### config.mk
export PLATFORM = sky130hd
export DESIGN_NAME = addsub_arbiter
export DESIGN_NICKNAME = d
export VERILOG_FILES = /design/src/rtl/addsub_arbiter_pkg.sv /design/src/rtl/addsub_arbiter_add_sub.sv /design/src/rtl/addsub_arbiter_rr_grant.sv /design/src/rtl/addsub_arbiter.sv
export SDC_FILE = /design/constraint.sdc
export NUM_CORES = 1
export LEC_CHECK = 0
export BUFFER_PORTS_ARGS = -buffer_cell sky130_fd_sc_hd__buf_4
export CAP_MARGIN = 0
export CELL_PAD_IN_SITES_DETAIL_PLACEMENT = 2
export CELL_PAD_IN_SITES_GLOBAL_PLACEMENT = 2
export CORE_UTILIZATION = 28
export DETAILED_ROUTE_END_ITERATION = 12
export GPL_TIMING_DRIVEN = 0
export PLACE_DENSITY = 0.83
export RECOVER_POWER = 25
export SLEW_MARGIN = 20
export SYNTH_ARGS = -nofsm -noshare
export SYNTH_HDL_FRONTEND = slang
export SYNTH_SLANG_ARGS = --single-unit
### constraint.sdc
create_clock -name clk -period 5.2 [get_ports clk]
set_input_delay 0 -clock clk [delete_from_list [all_inputs] [get_ports clk]]
set_output_delay 0 -clock clk [all_outputs]
set_load 0.05 [all_outputs]
### src/rtl/addsub_arbiter_pkg.sv
// ============================================================================
// addsub_arbiter_pkg : shared FSM state type and opcode constants
// Revision: 1.0
// ============================================================================
`default_nettype none

package addsub_arbiter_pkg;

    typedef enum logic [1:0] {
        IDLE = 2'd0,
        EXEC = 2'd1,
        RESP = 2'd2
    } state_t;

    localparam logic OP_ADD = 1'b0;
    localparam logic OP_SUB = 1'b1;

endpackage

`default_nettype wire

### src/rtl/addsub_arbiter_add_sub.sv
// ============================================================================
// Add_Sub : nibble-ripple two's-complement adder with signed overflow flag
// Revision: 1.0
// ============================================================================
`default_nettype none

module Add_Sub #(
    parameter int DATA_WIDTH = 16
) (
    input  logic [DATA_WIDTH-1:0] a,
    input  logic [DATA_WIDTH-1:0] b,
    output logic [DATA_WIDTH-1:0] sum,
    output logic                  overflow
);

    localparam int NIB = DATA_WIDTH / 4;
    localparam int MSB = DATA_WIDTH - 1;

    logic [NIB:0] w_carry;
    logic         w_carry_into_msb;

    assign w_carry[0] = 1'b0;

    generate
        for (genvar k = 0; k < NIB; k++) begin : g_nibble
            assign {w_carry[k+1], sum[k*4 +: 4]} = {1'b0, a[k*4 +: 4]}
                                                 + {1'b0, b[k*4 +: 4]}
                                                 + {4'b0000, w_carry[k]};
        end
    endgenerate

    // Signed overflow: carry into the sign bit differs from carry out of it
    assign w_carry_into_msb = a[MSB] ^ b[MSB] ^ sum[MSB];
    assign overflow         = w_carry_into_msb ^ w_carry[NIB];

endmodule

`default_nettype wire

### src/rtl/addsub_arbiter_rr_grant.sv
// ============================================================================
// rr_grant : one-hot round-robin grant, first request at or above pointer
// Revision: 1.0
// ============================================================================
`default_nettype none

module rr_grant #(
    parameter int NUM_REQ = 4,
    parameter int IDW     = 2
) (
    input  logic [NUM_REQ-1:0] req,
    input  logic [IDW-1:0]     pointer,
    output logic [NUM_REQ-1:0] grant
);

    logic w_found;

    // Walk two laps of indices so the search wraps from NUM_REQ-1 back to 0
    always_comb begin
        grant   = '0;
        w_found = 1'b0;
        for (int k = 0; k < 2 * NUM_REQ; k++) begin
            if (!w_found && (k >= int'(pointer)) && (k < int'(pointer) + NUM_REQ)
                && req[k % NUM_REQ]) begin
                grant[k % NUM_REQ] = 1'b1;
                w_found            = 1'b1;
            end
        end
    end

endmodule

`default_nettype wire

### src/rtl/addsub_arbiter.sv
// ============================================================================
// addsub_arbiter : round-robin arbiter sharing one add/sub unit among requesters
// Revision: 1.0
// ============================================================================
`default_nettype none

module addsub_arbiter
    import addsub_arbiter_pkg::*;
#(
    parameter int DATA_WIDTH = 16,
    parameter int NUM_REQ    = 4
) (
    input  logic                            clk,
    input  logic                            rst_n,
    input  logic [NUM_REQ-1:0]              req_valid,
    output logic [NUM_REQ-1:0]              req_ready,
    input  logic [NUM_REQ*DATA_WIDTH-1:0]   req_a,
    input  logic [NUM_REQ*DATA_WIDTH-1:0]   req_b,
    input  logic [NUM_REQ-1:0]              req_sub,
    output logic                            rsp_valid,
    input  logic                            rsp_ready,
    output logic [$clog2(NUM_REQ)-1:0]      rsp_id,
    output logic [DATA_WIDTH-1:0]           rsp_result,
    output logic                            rsp_overflow,
    output logic                            busy
);

    localparam int IDW = $clog2(NUM_REQ);
    localparam int MSB = DATA_WIDTH - 1;

    state_t r_state;
    state_t w_next;

    logic [IDW-1:0]        r_ptr;
    logic [DATA_WIDTH-1:0] r_a;
    logic [DATA_WIDTH-1:0] r_b;
    logic                  r_sub;
    logic [IDW-1:0]        r_id;

    logic [NUM_REQ-1:0]    w_grant;
    logic                  w_window;
    logic                  w_accept;
    logic [IDW-1:0]        w_grant_id;
    logic [IDW-1:0]        w_ptr_next;
    logic [DATA_WIDTH-1:0] w_sel_a;
    logic [DATA_WIDTH-1:0] w_sel_b;
    logic                  w_sel_sub;
    logic [DATA_WIDTH-1:0] w_b_eff;
    logic [DATA_WIDTH-1:0] w_sum;
    logic                  w_add_ov;
    logic                  w_sub_ov;
    logic                  w_ov;

    rr_grant #(
        .NUM_REQ (NUM_REQ),
        .IDW     (IDW)
    ) u_rr_grant (
        .req     (req_valid),
        .pointer (r_ptr),
        .grant   (w_grant)
    );

    assign w_window  = (r_state == IDLE) || ((r_state == RESP) && rsp_ready);
    assign req_ready = (w_window && rst_n) ? w_grant : '0;
    assign w_accept  = |(req_ready & req_valid);

    always_comb begin
        w_grant_id = '0;
        w_sel_a    = '0;
        w_sel_b    = '0;
        w_sel_sub  = OP_ADD;
        for (int i = 0; i < NUM_REQ; i++) begin
            if (w_grant[i]) begin
                w_grant_id = IDW'(i);
                w_sel_a    = req_a[i*DATA_WIDTH +: DATA_WIDTH];
                w_sel_b    = req_b[i*DATA_WIDTH +: DATA_WIDTH];
                w_sel_sub  = req_sub[i];
            end
        end
    end

    assign w_ptr_next = (w_grant_id == IDW'(NUM_REQ - 1)) ? '0 : w_grant_id + IDW'(1);

    assign w_b_eff = (r_sub == OP_SUB) ? (~r_b + DATA_WIDTH'(1)) : r_b;

    Add_Sub #(
        .DATA_WIDTH (DATA_WIDTH)
    ) u_add_sub (
        .a        (r_a),
        .b        (w_b_eff),
        .sum      (w_sum),
        .overflow (w_add_ov)
    );

    // Subtract overflow uses the original B so that B = most-negative is correct
    assign w_sub_ov = (r_a[MSB] != r_b[MSB]) && (w_sum[MSB] != r_a[MSB]);
    assign w_ov     = (r_sub == OP_SUB) ? w_sub_ov : w_add_ov;

    always_ff @(posedge clk or negedge rst_n) begin
        if (!rst_n) begin
            r_state <= IDLE;
        end else begin
            r_state <= w_next;
        end
    end

    always_comb begin
        w_next = r_state;
        case (r_state)
            IDLE:    if (w_accept) w_next = EXEC;
            EXEC:    w_next = RESP;
            RESP:    if (rsp_ready) w_next = w_accept ? EXEC : IDLE;
            default: w_next = IDLE;
        endcase
    end

    always_ff @(posedge clk or negedge rst_n) begin
        if (!rst_n) begin
            r_ptr        <= '0;
            r_a          <= '0;
            r_b          <= '0;
            r_sub        <= OP_ADD;
            r_id         <= '0;
            rsp_id       <= '0;
            rsp_result   <= '0;
            rsp_overflow <= 1'b0;
        end else begin
            if (w_accept) begin
                r_a   <= w_sel_a;
                r_b   <= w_sel_b;
                r_sub <= w_sel_sub;
                r_id  <= w_grant_id;
                r_ptr <= w_ptr_next;
            end
            if (r_state == EXEC) begin
                rsp_result   <= w_sum;
                rsp_overflow <= w_ov;
                rsp_id       <= r_id;
            end
        end
    end

    assign rsp_valid = (r_state == RESP);
    assign busy      = (r_state != IDLE);

endmodule

`default_nettype wire

Word-level counts from Yosys, hierarchy flattened:

Cells that the tools add are included.

* output and inout bits: 25
* logic and storage cells: 112
* input port bits: 139
* register bits: 58

* reductions and logical operators: 33
* equality and inequality tests: 7
* multiplexer cells: 37
* magnitude comparators: 11
* add/sub/neg operators: 10
* bitwise gates (word level): 5

Operators with widths (number)
* 16-bit two-way mux: 9
* 4-bit by 32-bit less-than comparator with 1-bit output (first input constant): 4
* 3-bit by 32-bit less-than comparator with 1-bit output (first input constant): 2
* 1-bit by 32-bit less-than comparator with 1-bit output (first input constant): 1
* 2-bit by 32-bit less-than comparator with 1-bit output (first input constant): 1
* 1-bit logical AND: 21
* 1-bit two-way mux: 21
* 4-bit by 4-bit adder with 5-bit output: 4
* 16-bit by 1-bit adder with 16-bit output (second input constant): 1
* 16-bit NOT: 1
* 5-bit by 1-bit adder with 5-bit output: 3
* 2-bit two-way mux: 5
* 1-bit logical NOT: 7
* 2-bit one-hot mux with 3 select lines: 1
* 2-bit by 3-bit adder with 4-bit output (second input constant): 1
* 4-bit bitwise AND: 1
* 2-bit equality test (second input constant): 2
* 1-bit by 2-bit greater-or-equal comparator with 1-bit output (first input constant): 2
* 4-bit two-way mux: 1
* 4-bit OR reduction: 1
* 1-bit bitwise XOR: 3
* 2-bit by 1-bit adder with 2-bit output (second input constant): 1
* 2-bit by 1-bit equality test with 1-bit output (second input constant): 1
* 2-bit greater-or-equal comparator (first input constant): 1
* other kinds (7): 8

Longest topological paths before layout:

* depth after elaboration: 41
* mapped depth: 24
* depth with buffers taken out: 24

Modules after synthesis:

From an unflattened synthesis, not the netlist that was laid out.

* cell total of the unflattened synthesis: 422
* area, all modules: 3991.3 sq um

By module, submodules not included
* addsub_arbiter: cells each 355, seq. area each 1451.4 sq um, instances 1, area each 3369.5 sq um
* Add_Sub: cells each 51, seq. area each 0.0 sq um, instances 1, area each 514.2 sq um
* rr_grant: cells each 16, seq. area each 0.0 sq um, instances 1, area each 107.6 sq um

Least setup slack after synthesis:

Ideal clock, no wire load.

* path kind: reg-to-reg
* start: register r_sub
* end: register rsp_overflow
* required time: 5.134 ns
* setup slack: 0.547 ns
* stages on the path, launching flop included: 23
* buffers on the path: 1
* arrival time: 4.587 ns
* period minus slack after synthesis: 4.653 ns
* setup time: 0.066 ns
* cells stage by stage: dfrtp_1 > clkbuf_1 > o21ai_0 > fa_1 > a21o_1 > a21oi_1 > fa_1 > inv_1 > fa_1 > a21o_1 > a21oi_1 > fa_1 > inv_1 > fa_1 > a21o_1 > a21oi_1 > fa_1 > fa_1 > nor3b_1 > o22a_1 > o21ai_0 > o211ai_1 > o311a_1

* cells in the longest elaborated chain, start to end: 8
* elaborated cells on any way between the ends: 14
* classes of those cells: add/sub: 7; eq/ne: 1; mux: 2; bitwise: 3; reduce/logical: 1

Ends and longest elaborated chain
* start, declared: line addsub_arbiter.sv:37 `logic r_sub;`
* start signal, assigned: line addsub_arbiter.sv:131 `r_sub <= w_sel_sub;`
* 16-bit two-way mux: line addsub_arbiter.sv:84 `assign w_b_eff = (r_sub == OP_SUB) ? (~r_b + DATA_WIDTH'(1)) : r_b;`
* 4-bit by 4-bit adder with 5-bit output: line addsub_arbiter_add_sub.sv:27 `+ {1'b0, b[k*4 +: 4]}`
* 5-bit by 1-bit adder with 5-bit output (3 in series): line addsub_arbiter_add_sub.sv:28 `+ {4'b0000, w_carry[k]};`
* 1-bit bitwise XOR / 1-bit != test (equally long branches): line addsub_arbiter_add_sub.sv:33, addsub_arbiter.sv:96
* 1-bit bitwise XOR / 1-bit logical AND (equally long branches): line addsub_arbiter_add_sub.sv:34, addsub_arbiter.sv:96
* 1-bit two-way mux *: line addsub_arbiter.sv:97 `assign w_ov = (r_sub == OP_SUB) ? w_sub_ov : w_add_ov;`
* end signal, assigned: line addsub_arbiter.sv:137 `rsp_overflow <= w_ov;`
* end, declared: line addsub_arbiter.sv:24 `output logic rsp_overflow,`

Every way passes the cells marked *; elsewhere a longest branch is shown, timed or not.
A chain may end at the register's enable or synchronous reset.

Worst setup path after layout:

* start: register r_b[1]
* end: register rsp_overflow

* cells in the longest elaborated chain, start to end: 10
* elaborated cells on any way between the ends: 16
* classes of those cells: add/sub: 8; eq/ne: 1; mux: 2; bitwise: 4; reduce/logical: 1

Ends and longest elaborated chain
* start, declared: line addsub_arbiter.sv:36 `logic [DATA_WIDTH-1:0] r_b;`
* start signal, assigned: line addsub_arbiter.sv:130 `r_b <= w_sel_b;`
* 16-bit NOT: line addsub_arbiter.sv:84
* 16-bit by 1-bit adder with 16-bit output: line addsub_arbiter.sv:84
* 16-bit two-way mux *: line addsub_arbiter.sv:84
* 4-bit by 4-bit adder with 5-bit output: line addsub_arbiter_add_sub.sv:27
* 5-bit by 1-bit adder with 5-bit output (3 in series): line addsub_arbiter_add_sub.sv:28
* 1-bit bitwise XOR / 1-bit != test (equally long branches): line addsub_arbiter_add_sub.sv:33, addsub_arbiter.sv:96
* 1-bit bitwise XOR / 1-bit logical AND (equally long branches): line addsub_arbiter_add_sub.sv:34, addsub_arbiter.sv:96
* 1-bit two-way mux *: line addsub_arbiter.sv:97

Marks and branches as above.

==> qor.txt <==
fraction of layout cells with a size suffix above 1 - 0.361
count of buffers from port buffering - 163
Final Hold Viols - 1
CTS tree - yes
r2r setup slk - 0.15 ns
chip width - 121 um
first-pass GRT wire length - 30.4 mm
CTS sink cnt - 58
RR Startpoint - r_b[1]
largest net degree at the start of global routing - 60
Non-Filler Instances - 836
minimum clock period after layout - 5.05 ns
CP max FO - 3
CP Launch Type - register
area of the die - 0.0147 mm^2
max-slew violations - 0
total wire length - 19.8 mm
relative max-transition margin - 0.454
area delta synth->final - 56.2%
Crit. Startpoint - r_b[1]
GRT Total Usage - 0.279
hold path start - req_b[4]
initial antenna violation count - 0
WS Path Type - reg2reg
DRT Pass-1 Iters - 4
status - complete, but fails checks
setup TNS - 0 ns
row cnt - 43
gr ovfl total - 0
FFs w/ async S/R, synth - 1.00
IO Count - 164
Static Leak - 2.78 nW
crit path capture type - register
Clock Latency Late Sink - 0.34 ns
worst hold margin - -0.00157 ns
PwrDens - 723 mW/mm^2
Top FF cell, synth - dfrtp_1
worst slew pin tran - 0.814 ns
HP Class - in2reg
diodes inserted - 0
antenna viol nets, final - 0
sequential element share of the synthesized area - 0.365
EDFF count, synth - 0
Overall Power - 4.49 mW
clock tree buffer depth - 2
starting DRC count in detailed routing - 194
DP Worst Slack - -0.294 ns
fin crit share - 0.971
count of unique library cells instantiated by Yosys - 41
syn avg cell area - 9.22 um^2
maximum VDD drop - 282 uV
DP Wirelength - 12.7 mm
max-cap violations - 0
Final setup viols - 0
Arr. time, crit path - 5.27 ns
FMAX - 0.198 GHz
Initial Util - 0.286
vias in the first global route - 5369
routed len/inst - 23.6 um
Layout Nets - 812
cells after synthesis - 431
Synth Register Bits - 58
Root Driver - clkbuf_16
drt via density - 5.42
mapped cell area - 0.00397 mm^2
H-tree depth - 3
most common cell after layout, fill and taps aside - buf_4
Residual DRC - 0
Die Ht - 121 um
cell total after placement - 774
Final GP Congestion - 0.773
core area - 0.0139 mm^2
TritonCTS Buffers - 9
Warnings, synthesis - 0
final worst slack - 0.150 ns
DR vias - 4535
Reg clk slew, reported paths - 0.05 ns
Worst Path Required - 5.42 ns
failing checks - hold timing
commonest cells after routing, fill and taps aside - buf_4 (164), dfrtp_1 (58), o21ai_0 (47)
Synthesized Nets - 591
Fillers - 1477
clk_skew - 0.0117 ns
-- cells in the mapped netlist, types with 8 or more instances --
cell type	number	area share
inv_1	14	0.013
a221oi_1	32	0.071
nand2b_1	12	0.019
nand2_1	41	0.039
clkbuf_1	11	0.010
o21ai_1	28	0.035
o22ai_1	8	0.013
o21ai_0	50	0.063
xnor2_1	15	0.033
a21o_1	9	0.017
a21oi_1	11	0.014
xor2_1	8	0.018
ha_1	14	0.044
nor2_1	12	0.011
buf_2	22	0.028
o2bb2ai_1	34	0.075
dfrtp_1	58	0.37
-- critical path: stages, from the launching register on --
cell      delay, ns
dfrtp_1        0.39
buf_4          0.14
or3_4          0.41
nand2_2        0.12
xnor2_2        0.09
ha_1           0.33
a21oi_2        0.08
fa_2           0.40
inv_2          0.08
fa_2           0.21
a21o_1         0.12
a21oi_2        0.06
fa_2           0.39
inv_2          0.09
fa_2           0.23
a21o_1         0.17
a21oi_2        0.08
fa_2           0.38
fa_2           0.42
nor3b_2        0.17
o22a_1         0.16
o21ai_1        0.15
o211ai_1       0.11
o311a_1        0.15
-- repair_timing --
action	in CTS	in global routing
pin swaps	2	14
endpoints found under the hold margin	80	1
buffers inserted	3	5
resized for setup	11	17
setup endpoints to repair	4	2
hold buffers	37	2
-- through the flow --
step	hold slack (ns)	util	cell area, um^2
finish	-0.00157	0.447	6210
global route	0.00867	0.447	6210
CTS	0.000913	0.441	6130
detailed placement	0.121	0.391	5420
global placement	0.110	0.391	5420
floorplan	-0.296	-	3970
-- logic make-up after synthesis --
family | Yosys count | share of synthesized area
flip-flops | 58 | 0.365
AND/OR/NAND/NOR | 86 | 0.105
AO/OA/AOI/OAI | 188 | 0.328
adder cells (fa/ha/maj) | 21 | 0.0794
multiplexers | 7 | 0.0195
buffers and inverters | 48 | 0.0523
XOR/XNOR | 23 | 0.0507
-- state kept, by name, summed over array words and instances, names as in the netlist --
signal	count
r_sub	1
r_a	16
r_b	16
rsp_id	2
r_ptr	2
rsp_overflow	1
r_state	2
r_id	2
rsp_result	16
-- area by class of cell --
cell class	instances	area [um^2]	area share
well taps	180	225	0.0363
clock buffers	12	246	0.0397
multi-input cells	325	2390	0.385
plain buffers	33	155	0.0250
inverters	15	56.3	0.00907
flip-flops and latches	58	1450	0.234
clock inverters	3	40.0	0.00645
repair buffers	210	1640	0.265
-- metal layers --
layer,vias to the layer above,GRT usage,share of wire
met2,164,0.508,0.53
met1,2284,0.312,0.39
met3,39,0.0545,0.047
li1,2048,-,-
met5,-,0,0
met4,0,0.122,0.031
-- path summary, 6_finish.rpt --
kind / endpoint / depth (start not counted)
setup / recovery: rsp_overflow / 23
hold / removal: r_b[4] / 3
min in group asynchronous: r_state[1] / 2
setup reg to reg: rsp_overflow / 23
hold reg to reg: rsp_result[4] / 2
max in group asynchronous: rsp_result[8] / 2
-- power by group --
group,internal (mW),switching (mW)
logic,1.26,1.73
registers,0.675,0.242
clock network,0.379,0.208
No activity file was read; power rests on OpenSTA's default activity.
